`src/rtl/sensor_cmd_pkg.sv`:
```
// Shared codes for the sensor read path: command codes, parser error codes,
// the decoder's own error code, and the parser's state encoding.
package sensor_cmd_pkg;

  typedef enum logic [7:0] {
    CMD_STATUS     = 8'h00,
    CMD_TEMP_INT   = 8'h01,
    CMD_TEMP_FLOAT = 8'h02,
    CMD_HUM_INT    = 8'h03,
    CMD_HUM_FLOAT  = 8'h04,
    CMD_TEMP_CONT  = 8'h05,
    CMD_HUM_CONT   = 8'h06,
    CMD_STOP_TEMP  = 8'h07,
    CMD_STOP_HUM   = 8'h08
  } cmd_e;

  typedef enum logic [7:0] {
    ERR_BUSY          = 8'hE1,
    ERR_BAD_ADDR      = 8'hE2,
    ERR_NOT_STREAMING = 8'hE3,
    ERR_TIMEOUT       = 8'hE4,
    ERR_DECODER       = 8'hEC
  } err_e;

  typedef enum logic [2:0] {
    S_IDLE     = 3'd0,
    S_WAIT_CMD = 3'd1,
    S_BUSY     = 3'd2,
    S_STREAM   = 3'd3,
    S_STOPPING = 3'd4
  } parser_state_e;

  // Continuous-read start commands open a streaming session.
  function automatic logic is_stream_cmd(input logic [7:0] code);
    return (code == CMD_TEMP_CONT) || (code == CMD_HUM_CONT);
  endfunction

  // Stop commands are only meaningful inside a streaming session.
  function automatic logic is_stop_cmd(input logic [7:0] code);
    return (code == CMD_STOP_TEMP) || (code == CMD_STOP_HUM);
  endfunction

endpackage

```
`src/rtl/command_parser_if.sv`:
```
// Byte input, decoder handshake and error report bundle of command_parser.
// slave: the parser itself; master: whatever drives bytes and finished.
interface command_parser_if;
  logic [7:0]  rx_data;
  logic        rx_done;
  logic        finished;
  logic        enable;
  logic [31:0] device_selector;
  logic [7:0]  request;
  logic        streaming;
  logic        error_valid;
  logic [7:0]  error_code;

  modport slave (
    input  rx_data, rx_done, finished,
    output enable, device_selector, request, streaming, error_valid, error_code
  );

  modport master (
    output rx_data, rx_done, finished,
    input  enable, device_selector, request, streaming, error_valid, error_code
  );
endinterface

```
`src/rtl/byte_pair_assembler.sv`:
```
// Collects {address, command} byte pairs. The first byte is latched as the
// address; the next byte completes the pair (pair_vld_o, command = rx_data_i).
// If no second byte arrives within BYTE_TIMEOUT cycles, timeout_o strobes and
// the half-pair is dropped. A byte in the expiry cycle still completes the pair.
module byte_pair_assembler #(
  parameter int BYTE_TIMEOUT = 5_000_000
) (
  input  logic       clock,
  input  logic       reset_n,
  input  logic       arm_i,
  input  logic       rx_done_i,
  input  logic [7:0] rx_data_i,
  output logic [7:0] addr_o,
  output logic       pair_vld_o,
  output logic       timeout_o
);

  localparam int CNT_W = $clog2(BYTE_TIMEOUT + 1);
  localparam logic [CNT_W-1:0] CNT_MAX = CNT_W'(BYTE_TIMEOUT);

  logic             have_addr_q, have_addr_d;
  logic [7:0]       addr_q, addr_d;
  logic [CNT_W-1:0] cnt_q, cnt_d;
  logic             expired;

  assign expired    = (cnt_q == CNT_MAX);
  assign addr_o     = addr_q;
  assign pair_vld_o = arm_i & have_addr_q & rx_done_i;
  assign timeout_o  = arm_i & have_addr_q & ~rx_done_i & expired;

  // Next-state: disarm clears, a byte toggles address/command phase, the
  // counter runs only while waiting for a command byte and stops at the limit.
  always_comb begin
    have_addr_d = have_addr_q;
    addr_d      = addr_q;
    cnt_d       = cnt_q;
    if (!arm_i) begin
      have_addr_d = 1'b0;
      cnt_d       = '0;
    end else if (rx_done_i) begin
      cnt_d = '0;
      if (!have_addr_q) begin
        addr_d      = rx_data_i;
        have_addr_d = 1'b1;
      end else begin
        have_addr_d = 1'b0;
      end
    end else if (have_addr_q) begin
      if (expired) have_addr_d = 1'b0;
      else         cnt_d       = cnt_q + 1'b1;
    end
  end

  // State registers with synchronous active-low reset.
  always_ff @(posedge clock) begin
    if (!reset_n) begin
      have_addr_q <= 1'b0;
      addr_q      <= '0;
      cnt_q       <= '0;
    end else begin
      have_addr_q <= have_addr_d;
      addr_q      <= addr_d;
      cnt_q       <= cnt_d;
    end
  end

endmodule

```
`src/rtl/command_parser.sv`:
```
// Front end of the sensor read path: validates {address, command} pairs,
// starts the decoder, keeps one transaction outstanding (including
// continuous-read sessions) and reports rejected commands.
module command_parser
  import sensor_cmd_pkg::*;
#(
  parameter int NUM_DEVICES  = 32,
  parameter int BYTE_TIMEOUT = 5_000_000
) (
  input logic              clock,
  input logic              reset_n,
  command_parser_if.slave  bus
);

  parser_state_e state_q;
  logic          enable_q;
  logic [31:0]   dev_sel_q;
  logic [7:0]    request_q;
  logic          streaming_q;
  logic          err_vld_q;
  logic [7:0]    err_code_q;
  logic [7:0]    stream_addr_q;

  logic          asm_arm;
  logic          pair_vld;
  logic          timeout;
  logic [7:0]    pair_addr;

  // Pairs are only assembled when no transaction is outstanding or a stream
  // is open; bytes in BUSY/STOPPING are rejected by the FSM instead.
  assign asm_arm = (state_q == S_IDLE) || (state_q == S_WAIT_CMD) ||
                   (state_q == S_STREAM);

  byte_pair_assembler #(
    .BYTE_TIMEOUT(BYTE_TIMEOUT)
  ) u_asm (
    .clock      (clock),
    .reset_n    (reset_n),
    .arm_i      (asm_arm),
    .rx_done_i  (bus.rx_done),
    .rx_data_i  (bus.rx_data),
    .addr_o     (pair_addr),
    .pair_vld_o (pair_vld),
    .timeout_o  (timeout)
  );

  assign bus.enable          = enable_q;
  assign bus.device_selector = dev_sel_q;
  assign bus.request         = request_q;
  assign bus.streaming       = streaming_q;
  assign bus.error_valid     = err_vld_q;
  assign bus.error_code      = err_code_q;

  // Control FSM with registered outputs; enable and error_valid are one-cycle strobes.
  always_ff @(posedge clock) begin
    if (!reset_n) begin
      state_q       <= S_IDLE;
      enable_q      <= 1'b0;
      dev_sel_q     <= '0;
      request_q     <= '0;
      streaming_q   <= 1'b0;
      err_vld_q     <= 1'b0;
      err_code_q    <= '0;
      stream_addr_q <= '0;
    end else begin
      enable_q  <= 1'b0;
      err_vld_q <= 1'b0;
      case (state_q)
        S_IDLE: begin
          if (bus.rx_done) state_q <= S_WAIT_CMD;
        end
        S_WAIT_CMD: begin
          if (pair_vld) begin
            if (32'(pair_addr) >= 32'(NUM_DEVICES)) begin
              err_vld_q  <= 1'b1;
              err_code_q <= ERR_BAD_ADDR;
              state_q    <= S_IDLE;
            end else if (is_stop_cmd(bus.rx_data)) begin
              err_vld_q  <= 1'b1;
              err_code_q <= ERR_NOT_STREAMING;
              state_q    <= S_IDLE;
            end else begin
              // Codes above the known set are forwarded; the decoder rejects them.
              dev_sel_q     <= 32'(1) << pair_addr[4:0];
              request_q     <= bus.rx_data;
              enable_q      <= 1'b1;
              stream_addr_q <= pair_addr;
              if (is_stream_cmd(bus.rx_data)) begin
                streaming_q <= 1'b1;
                state_q     <= S_STREAM;
              end else begin
                state_q <= S_BUSY;
              end
            end
          end else if (timeout) begin
            err_vld_q  <= 1'b1;
            err_code_q <= ERR_TIMEOUT;
            state_q    <= S_IDLE;
          end
        end
        S_BUSY: begin
          // finished wins over a coincident byte; that byte is still rejected.
          if (bus.finished) state_q <= S_IDLE;
          if (bus.rx_done) begin
            err_vld_q  <= 1'b1;
            err_code_q <= ERR_BUSY;
          end
        end
        S_STREAM: begin
          // Only a stop for the streaming device ends the session, silently.
          if (pair_vld) begin
            if ((pair_addr == stream_addr_q) && is_stop_cmd(bus.rx_data)) begin
              request_q <= bus.rx_data;
              state_q   <= S_STOPPING;
            end else begin
              err_vld_q  <= 1'b1;
              err_code_q <= ERR_BUSY;
            end
          end else if (timeout) begin
            err_vld_q  <= 1'b1;
            err_code_q <= ERR_TIMEOUT;
          end
        end
        S_STOPPING: begin
          if (bus.finished) begin
            streaming_q <= 1'b0;
            state_q     <= S_IDLE;
          end
          if (bus.rx_done) begin
            err_vld_q  <= 1'b1;
            err_code_q <= ERR_BUSY;
          end
        end
        default: state_q <= S_IDLE;
      endcase
    end
  end

endmodule

```
`src/flat_wrapper.sv`:
```
// flat-port wrapper written by rule: the top's interface ports become plain ports
module command_parser_flat import sensor_cmd_pkg::*;
#(
  parameter int NUM_DEVICES  = 32,
  parameter int BYTE_TIMEOUT = 5_000_000
)
  (clock, reset_n, bus_rx_data, bus_rx_done, bus_finished, bus_enable, bus_device_selector, bus_request, bus_streaming, bus_error_valid, bus_error_code);
  command_parser_if bus_i ();
  input logic clock;
  input logic reset_n;
  input wire logic [$bits(bus_i.rx_data)-1:0] bus_rx_data;
  input wire logic [$bits(bus_i.rx_done)-1:0] bus_rx_done;
  input wire logic [$bits(bus_i.finished)-1:0] bus_finished;
  output wire logic [$bits(bus_i.enable)-1:0] bus_enable;
  output wire logic [$bits(bus_i.device_selector)-1:0] bus_device_selector;
  output wire logic [$bits(bus_i.request)-1:0] bus_request;
  output wire logic [$bits(bus_i.streaming)-1:0] bus_streaming;
  output wire logic [$bits(bus_i.error_valid)-1:0] bus_error_valid;
  output wire logic [$bits(bus_i.error_code)-1:0] bus_error_code;
  assign bus_i.rx_data = bus_rx_data;
  assign bus_i.rx_done = bus_rx_done;
  assign bus_i.finished = bus_finished;
  assign bus_enable = bus_i.enable;
  assign bus_device_selector = bus_i.device_selector;
  assign bus_request = bus_i.request;
  assign bus_streaming = bus_i.streaming;
  assign bus_error_valid = bus_i.error_valid;
  assign bus_error_code = bus_i.error_code;
  command_parser #(.NUM_DEVICES(NUM_DEVICES), .BYTE_TIMEOUT(BYTE_TIMEOUT)) u_core (.clock(clock), .reset_n(reset_n), .bus(bus_i));
endmodule
```
`config.mk`:
```
export PLATFORM = sky130hd
export DESIGN_NAME = command_parser_flat
export DESIGN_NICKNAME = d
export VERILOG_FILES = /design/src/rtl/sensor_cmd_pkg.sv /design/src/rtl/command_parser_if.sv /design/src/rtl/byte_pair_assembler.sv /design/src/rtl/command_parser.sv /design/src/flat_wrapper.sv
export SDC_FILE = /design/constraint.sdc
export NUM_CORES = 1
export LEC_CHECK = 0
export BUFFER_PORTS_ARGS = -buffer_cell sky130_fd_sc_hd__buf_4
export CAP_MARGIN = 20
export CORE_MARGIN = 1
export CORE_UTILIZATION = 32
export CTS_BUF_LIST = sky130_fd_sc_hd__clkbuf_4
export DETAILED_ROUTE_END_ITERATION = 6
export GPL_ROUTABILITY_DRIVEN = 0
export PLACE_DENSITY = 0.58
export SLEW_MARGIN = 20
export SYNTH_ARGS = -nofsm -noshare
export SYNTH_HDL_FRONTEND = slang
export SYNTH_SLANG_ARGS = --single-unit
```
`constraint.sdc`:
```
create_clock -name clock -period 5.4 [get_ports clock]
set_input_delay 0.81 -clock clock [delete_from_list [all_inputs] [get_ports clock]]
set_output_delay 0.81 -clock clock [all_outputs]
set_load 0.01 [all_outputs]
```
# ---- Word level (Yosys, flattened, before mapping)
# Cells that the tools add are included.
dict set report word_totals {
  reg_bits 94
  latchBits 0
  ram_bits 0
  romBits 0
  word_cells 113
  mem_count 0
}
dict set report classes {
  addsub 1
  mul 0
  n_div 0
  magnitude_cmp 1
  eq_ne 23
  shift 1
  mux 43
  n_bitwise 13
  reduce_logical 20
}
# cell n
set ops {}
lappend ops {{8-bit 2-to-1 mux} 12}
lappend ops {{1-bit by 5-bit left shift with 32-bit output, first input constant} 1}
lappend ops {{8-bit by 3-bit equality test with 1-bit output, second input constant} 3}
lappend ops {{3-bit 2-to-1 mux} 8}
lappend ops {{8-bit one-hot mux with 3 select lines} 1}
lappend ops {{23-bit by 1-bit adder with 23-bit output, second input constant} 1}
lappend ops {{23-bit equality test, second input constant} 1}
lappend ops {{1-bit 2-to-1 mux} 18}
lappend ops {{8-bit one-hot mux with 2 select lines} 1}
lappend ops {{2-bit != test, second input constant} 6}
lappend ops {{3-bit one-hot mux with 4 select lines} 1}
lappend ops {{6-bit AND reduction} 2}
lappend ops {{1-bit inverter} 9}
lappend ops {{8-bit by 4-bit equality test with 1-bit output, second input constant} 1}
lappend ops {{8-bit equality test} 1}
lappend ops {{8-bit by 6-bit greater-or-equal comparator with 1-bit output, second input constant} 1}
lappend ops {{2-bit by 1-bit != test with 1-bit output, second input constant} 4}
lappend ops {{4-bit AND reduction} 2}
lappend ops {{3-bit by 2-bit equality test with 1-bit output, second input constant} 2}
lappend ops {{5-bit AND reduction} 1}
lappend ops {{1-bit bitwise AND} 4}
lappend ops {{1-bit logical OR} 4}
lappend ops {{4-bit != test, second input constant} 1}
lappend ops {{2-bit AND reduction} 2}
lappend ops {{14 further kinds} 15}

# ---- Longest topological paths before layout
# Gate-level depths: netlist (run 1).
dict set report logic_depth {
  word_depth 9
  ltp_mapped 8
}

# ---- Hierarchy
# Synthesis (run 1) repeated with hierarchy kept, for this count alone.
dict set report unflattened {
  cells_unflattened 504
  hier_area_um2 4435.5
}
# module n_inst cells_per_inst area_each_um2
set modules_own_cells {}
lappend modules_own_cells {command_parser 1 323 2816.5}
lappend modules_own_cells {byte_pair_assembler 1 181 1619.1}

# ---- Least setup slack after synthesis (run 1)
# No wires, ideal clock.
dict set report synth_path {
  path_type {input -> register}
  from {input port bus_rx_done}
  to {register u_core.dev_sel_q[7], in the netlist u_core.bus.device_selector[7]}
  arrival_time_ns 2.391
  setup_slack_ns 2.938
  path_stages 7
  n_path_buf 3
  path_cell_list {clkbuf_1 nand4b_1 or4_4 buf_6 buf_6 or3_1 a21oi_1}
}
dict set report synth_via {
  elab_chain_cells 2
}
# item line_no
set synth_rtl {}
lappend synth_rtl {{from (decl)} flat_wrapper.sv:12} ;# input wire logic [$bits(bus_i.rx_done)-1:0] bus_rx_done;
lappend synth_rtl {{1-bit bitwise AND} byte_pair_assembler.sv:28} ;# assign pair_vld_o = arm_i & have_addr_q & rx_done_i;
lappend synth_rtl {{4-bit AND reduction (no source line)} --}
lappend synth_rtl {{to (signal assigned)} command_parser.sv:84} ;# dev_sel_q <= 32'(1) << pair_addr[4:0];
lappend synth_rtl {{to (decl)} command_parser.sv:17} ;# logic [31:0] dev_sel_q;
# No other way between the ends.
# A chain may end at the register's enable or synchronous reset.

# ---- Worst setup path in the final report (run 1)
dict set report layout_path {
  from {register u_core.u_asm.addr_q[2], in the netlist u_core.u_asm.addr_o[2]}
  to {register u_core.err_code_q[0], in the netlist u_core.bus.error_code[0]}
}
dict set report layout_via {
  elab_chain_cells 4
}
# item line_no
set layout_rtl {}
lappend layout_rtl {{from (decl)} byte_pair_assembler.sv:22} ;# logic [7:0] addr_q, addr_d;
lappend layout_rtl {{from (signal assigned)} byte_pair_assembler.sv:62} ;# addr_q <= addr_d;
lappend layout_rtl {{8-bit by 6-bit greater-or-equal comparator with 1-bit output / 8-bit equality test (equally long branches)} {command_parser.sv:74, command_parser.sv:112}}
lappend layout_rtl {{8-bit 2-to-1 mux / 1-bit logical AND (equally long branches)} {command_parser.sv:74, command_parser.sv:112}}
lappend layout_rtl {{8-bit 2-to-1 mux / 3-bit != test (equally long branches)} --}
lappend layout_rtl {{8-bit one-hot mux with 3 select lines / 4-bit AND reduction (equally long branches)} --}
lappend layout_rtl {{to (signal assigned)} command_parser.sv:63} ;# err_code_q <= '0;
lappend layout_rtl {{to (signal assigned)} command_parser.sv:76} ;# err_code_q <= ERR_BAD_ADDR;
lappend layout_rtl {{to (signal assigned)} command_parser.sv:80} ;# err_code_q <= ERR_NOT_STREAMING;
lappend layout_rtl {{to (decl)} command_parser.sv:21} ;# logic [7:0] err_code_q;
# Parallel ways exist; a longest one is shown, timed or not.

==> results of run 1 <==
## cell families after synthesis
family                   after synthesis  synth area share
adder cells (fa/ha/maj)                2          0.006181
AND/OR/NAND/NOR                      202            0.2643
XOR/XNOR                              28           0.06059
buffers and inverters                 43           0.04698
AO/OA/AOI/OAI                         86            0.1323
multiplexers                          10           0.02473
flip-flops                            94            0.4649
## layout make-up
cell class	count	area, sq um	share of cell area
clock buffers	10	75.07	0.01582
clock inverters	5	60.06	0.01266
inverters	9	33.78	0.007120
multi-input cells	328	1988	0.4190
flip-flops and latches	94	1882	0.3966
well taps	168	210.2	0.04430
repair buffers	66	495.5	0.1044
## state kept, by name (all words and copies together) (netlist names)
| name | count |
|---|---|
| u_core.u_asm.addr_o | 8 |
| u_core.u_asm.cnt_q | 23 |
| u_core.bus.error_valid | 1 |
| u_core.bus.request | 8 |
| u_core.bus.error_code | 8 |
| u_core.bus.enable | 1 |
| u_core.bus.device_selector | 32 |
| u_core.state_q | 3 |
| u_core.stream_addr_q | 8 |
| u_core.bus.streaming | 1 |
| u_core.u_asm.have_addr_q | 1 |
## how the worst max path moves through the flow
stage | from | endpoint | slack (ns)
finish | u_core.u_asm.addr_o[2] | u_core.bus.error_code[0] | 2.87
global route | u_core.u_asm.addr_o[2] | u_core.bus.error_code[1] | 2.63
CTS | u_core.u_asm.addr_o[2] | u_core.bus.error_code[0] | 2.87
detailed placement | bus_rx_data[0] | u_core.bus.error_code[2] | 2.42
global placement | bus_rx_data[0] | u_core.bus.error_code[2] | 2.46
floorplan | bus_rx_done | u_core.bus.device_selector[7] | 2.94
## metrics by stage
| step | total power, mW | cell area [sq um] |
|---|---|---|
| final | 1.182 | 4745 |
| after global routing | 1.238 | 4745 |
| after CTS | 1.202 | 4745 |
| after detailed placement | 0.8154 | 4609 |
| after global placement | 0.8151 | 4609 |
| after floorplan | 0.7862 | 4048 |
## tightest hold or removal path: stages, from the launching register on
cell and delay [ns]:
dfxtp_1 0.34, nand2_1 0.05, a21oi_1 0.05
## cell usage in the layout (no fill, tap or decap), drive strengths merged, types with 6 or more instances in the layout
| cell type | instances |
|---|---|
| o21ai | 11 |
| buf | 66 |
| and3 | 6 |
| or3 | 14 |
| a21oi | 45 |
| nor2 | 42 |
| nor4 | 6 |
| mux2i | 10 |
| nand3 | 25 |
| nand2 | 51 |
| dfxtp | 94 |
| xor2 | 25 |
| inv | 10 |
| or4 | 9 |
| clkbuf | 10 |
| a22o | 6 |
| nand4 | 15 |
## routing by layer
layer | vias up | GRT usage
met5 | - | 0
met4 | 0 | 0.04675
met3 | 13 | 0.04923
met2 | 67 | 0.2465
met1 | 1596 | 0.1841
li1 | 1726 | -
## power by group
part           switching, mW  internal (mW)  total, mW
clock                  0.237          0.146      0.382
combinational         0.0498         0.0322     0.0820
sequential            0.0155          0.703      0.718
==> flow_summary.json, run 1 <==
{
  "max_freq_ghz": 0.3951,
  "avgRoutedWirePerCell_microns": 13.84,
  "yosys_warnings": 0,
  "std_cell_rows": 40,
  "synth_cell_types": 51,
  "cp.depth": 5,
  "dr_wl_met3_microns": 448,
  "synth_area_leaders": "dfxtp_1 46%, a21oi_1 5.6%, xor2_1 5.4%",
  "clk_pin_slew_worst_paths_ns": 0.15,
  "period_share": 0.4687,
  "synthesis.instances": 465,
  "drc": 0,
  "drt-met1-wl_microns": 4325,
  "layout-drive-gt1-share": 0.1777,
  "dr.pass1.iters": 4,
  "post_cts_buffers": 0,
  "critPathKind": "register to register",
  "yosys.area.top_type_share": 0.4649,
  "critPathBufInv": 0,
  "period_needed_ns": 2.531,
  "h-tree-depth": 3,
  "rr_worst_depth": 5,
  "topRoutingLayerUsed": "met4",
  "grt_pass1_wl_microns": 15410,
  "p_leak_nw": 1.747,
  "crit_path_cell_trace": "xor2_1 > nor4_1 > nand4_1 > and4b_1 > o22ai_1",
  "ctsHoldBuffers": 0,
  "drv_cap": 0,
  "synth_edf_count": 0,
  "finalHoldViolations": 0,
  "grt.total_usage": 0.1494,
  "num-nets-final": 522,
  "min_from": "u_core.bus.device_selector[19]",
  "fin_util": 0.3901,
  "synth_common_cells": "94 x dfxtp_1, 51 x nand2_1, 45 x a21oi_1",
  "r2r_start": "u_core.u_asm.addr_o[2]",
  "core_sq_um": 12160,
  "tightest_slew_ns": 0.8957,
  "end_kind": "register",
  "synth_flop_cell": "dfxtp_1",
  "worstSkewPairLatency_ns": 0.46,
  "seq_area_frac_synth": 0.4649,
  "hold_ws_ns": 0.4601,
  "vias_per_cell": 5.003,
  "final_cells": 680,
  "ant_nets": 0,
  "cts_tree": "yes",
  "nFillCells": 1236,
  "grt_max_degree": 62,
  "critPathSlowestCell": "dfxtp_1",
  "hp-class": "register to register",
  "num_io_pins": 63,
  "crit_family": "simple AND/OR/NAND/NOR gates",
  "yosysMostFrequentCell": "dfxtp_1",
  "regToRegEndpoint": "u_core.bus.error_code[0]",
  "yosysTopAreaCell": "dfxtp_1",
  "crit_required_ns": 5.80,
  "pre_cts_ws_ns": 2.417,
  "rsz0062_at_grt": "false",
  "numCtsBuffers": 9,
  "diodes": 0,
  "setup_viol": 0,
  "die_w_microns": 114.5,
  "tns_ns": 0,
  "cts.sinks": 94,
  "initial_core_util": 0.3328,
  "die_h_microns": 114.5,
  "relSlewSlack": 0.3983,
  "area_growth_pct": 17.22,
  "vias": 3402,
  "hold_path_end": "u_core.bus.device_selector[19]",
  "syn_area_sq_um": 4048,
  "vdd_drop_max_mv": 0.1425,
  "hold-path-cell-count": 2,
  "async_flop_share": 0,
  "cts_resized": 0,
  "antenna_found_initial": 0,
  "finClkSkew_ns": 0.02243,
  "die_area_sq_um": 13100,
  "outcome": "finished clean",
  "drt_iter0_markers": 193,
  "cts_root_buffer": "clkbuf_4",
  "slew_viol_final": 0,
  "wl_met2_microns": 4509,
  "dpl.cell_count": 665,
  "layout_setup_ws_ns": 2.869,
  "port_buffers": 62,
  "grt-ovfl-total": 0,
  "synth.avg_cell_area_sq_um": 8.705,
  "dp_hpwl_microns": 6520,
  "power_density_nw_per_um2": 249.2,
  "regToRegSetupSlack_ns": 2.87,
  "grt_pass1_vias": 3165,
  "critPathMaxStageDelay_ns": 0.61,
  "cp_max_fo": 12,
  "ctsLongestPathBuffers": 2,
  "drt_wl_total_microns": 9411,
  "start_kind": "register",
  "syn_nets": 479,
  "synth-seq-cells": 94,
  "worstPathArrival_ns": 2.93
}
Note: power is estimated with default switching activity, not from simulation.
==> inputs of run 2 (changes only) <==
- PLACE_DENSITY: 0.58 -> 0.6
- clock period: 5.4 -> 2.3 ns (I/O delays scaled with it)
==> run 2 against run 1 <==
Net effect:
- count of clock-buffer cells in the layout stayed put
- cell area is 5.1% higher
- flip-flop and latch count stayed put
- critical path depth stayed put
- global-route usage is 1.3 points higher
- register-to-register slack worse by 2.8 ns
- cell count is 3.8% higher
- die area stayed put
- wire length is 7.6% higher
==> flow_summary.json, run 2 (same netlist as run 1, synthesis figures left out) <==
{
  "power_switching_share": 0.2626,
  "num_io_pins": 63,
  "p_leak_nw": 1.897,
  "critPathKind": "register to register",
  "grt_pass1_wl_microns": 16820,
  "p_int_mw": 2.117,
  "mostFrequentLayoutCells": "94 x dfxtp_1, 88 x buf_4, 51 x nand2_1",
  "finalHoldViolations": 0,
  "drv_cap": 0,
  "area_growth_pct": 23.21,
  "critical_path.startpoint": "u_core.u_asm.addr_o[5]",
  "dr.pass1.iters": 4,
  "worstPathArrival_ns": 2.58,
  "antenna_found_initial": 0,
  "fin_util": 0.4101,
  "slew_viol_final": 0,
  "dp_hpwl_microns": 7374,
  "drt_wl_total_microns": 10120,
  "diodes": 0,
  "cts_root_buffer": "clkbuf_4",
  "outcome": "finished clean",
  "period_needed_ns": 2.182,
  "layout-drive-gt1-share": 0.2175,
  "drc": 0,
  "ant_nets": 0,
  "cts.sinks": 94,
  "die_h_microns": 114.5,
  "crit_required_ns": 2.69,
  "port_buffers": 62,
  "std_cell_rows": 40,
  "clk_pin_slew_worst_paths_ns": 0.16,
  "finClkSkew_ns": 0.02721,
  "min_from": "bus_rx_data[3]",
  "power.total_mw": 2.870,
  "cts_tree": "yes",
  "max_freq_ghz": 0.4582,
  "drt_iter0_markers": 197,
  "post_cts_buffers": 0,
  "grt-ovfl-total": 0,
  "power_density_nw_per_um2": 575.5,
  "crit_family": "simple AND/OR/NAND/NOR gates",
  "numCtsBuffers": 9,
  "comb_power_share": 0.085,
  "avgRoutedWirePerCell_microns": 14.34,
  "core_sq_um": 12160,
  "tightest_slew_ns": 0.6871,
  "final_common_cell": "dfxtp_1",
  "die_area_sq_um": 13100,
  "period_share": 0.9489,
  "vdd_drop_max_mv": 0.2935,
  "vias": 3565,
  "critPathMaxStageDelay_ns": 0.63,
  "rsz0062_at_grt": "false",
  "grt.total_usage": 0.1628,
  "cp_max_fo": 18,
  "worstSkewPairLatency_ns": 0.46,
  "cts_resized": 0,
  "hp-class": "primary input to register",
  "num-nets-final": 547,
  "ctsLongestPathBuffers": 2,
  "vias_per_cell": 5.050,
  "clkPwrFrac": 0.333,
  "end_kind": "register",
  "power.switching_mw": 0.7537,
  "die_w_microns": 114.5,
  "crit_path_cell_trace": "or3_4 > or4_4 > buf_12 > or3_1 > a21oi_1",
  "critPathSlowestCell": "or4_4",
  "critPathBufInv": 1,
  "h-tree-depth": 3,
  "setup_viol": 0,
  "power_frac_seq": 0.581,
  "ctsHoldBuffers": 0,
  "r2r_start": "u_core.u_asm.addr_o[5]",
  "largest_register_ff_count": 32,
  "grt_max_degree": 42,
  "initial_core_util": 0.3328,
  "grt_pass1_vias": 3407,
  "start_kind": "register",
  "relSlewSlack": 0.5359
}
-- run 2: cell count changes in the layout (fill, tap and decap cells not counted) --
cell and change:
buf_12 +3, buf_4 +22, clkinv_2 -1, inv_8 +2
-- run 2: worst reg2reg max path: stages (launching register included) --
cell and delay, ns:
dfxtp_1 0.36, or3_4 0.40, or4_4 0.63, buf_12 0.20, or3_1 0.37, a21oi_1 0.17
-- run 2: area by class of cell --
type	instances	area (sq um)
multi-input combinational	328	1988
inverter	9	33.78
tap	168	210.2
sequential	94	1882
clock inverter	6	77.57
fill	1229	7174
clock buffer	10	75.07
timing repair buffer	91	720.7
-- run 2: through the flow --
step	setup slack, ns	cells	hold slack (ns)	TNS (ns)	cell area, sq um
3_3_place_gp	0.03881	690	0.4439	0	4835
2_1_floorplan	0.3031	465	0.4478	0	4048
6_report	0.1175	706	0.1517	0	4987
5_1_grt	0.03639	706	0.1299	0	4987
3_5_place_dp	-0.002885	690	0.4489	-0.002885	4835
4_1_cts	0.1060	706	0.1210	0	4987
-- run 2: final timing paths --
check	endpoint	slack, ns	cells after the start
hold / removal	u_core.u_asm.addr_o[3]	0.15	3
setup / recovery	u_core.bus.device_selector[19]	0.12	5
hold reg to reg	u_core.bus.device_selector[30]	0.47	2
setup reg to reg	u_core.bus.device_selector[19]	0.12	5
-- run 2: power groups by stage --
stage                     logic, mW  registers [mW]  clock network, mW
after global placement        0.241            1.70                  0
after floorplan               0.148            1.70                  0
final                         0.245            1.67              0.956
after CTS                     0.245            1.67               1.00
after detailed placement      0.244            1.70                  0
after global routing          0.271            1.67               1.05
-- run 2: metal layers --
layer  global-route usage  share of wire
met4              0.05628          0.016
met2               0.2743           0.48
met1               0.2013           0.46
met5                    0              0
met3              0.04182          0.044
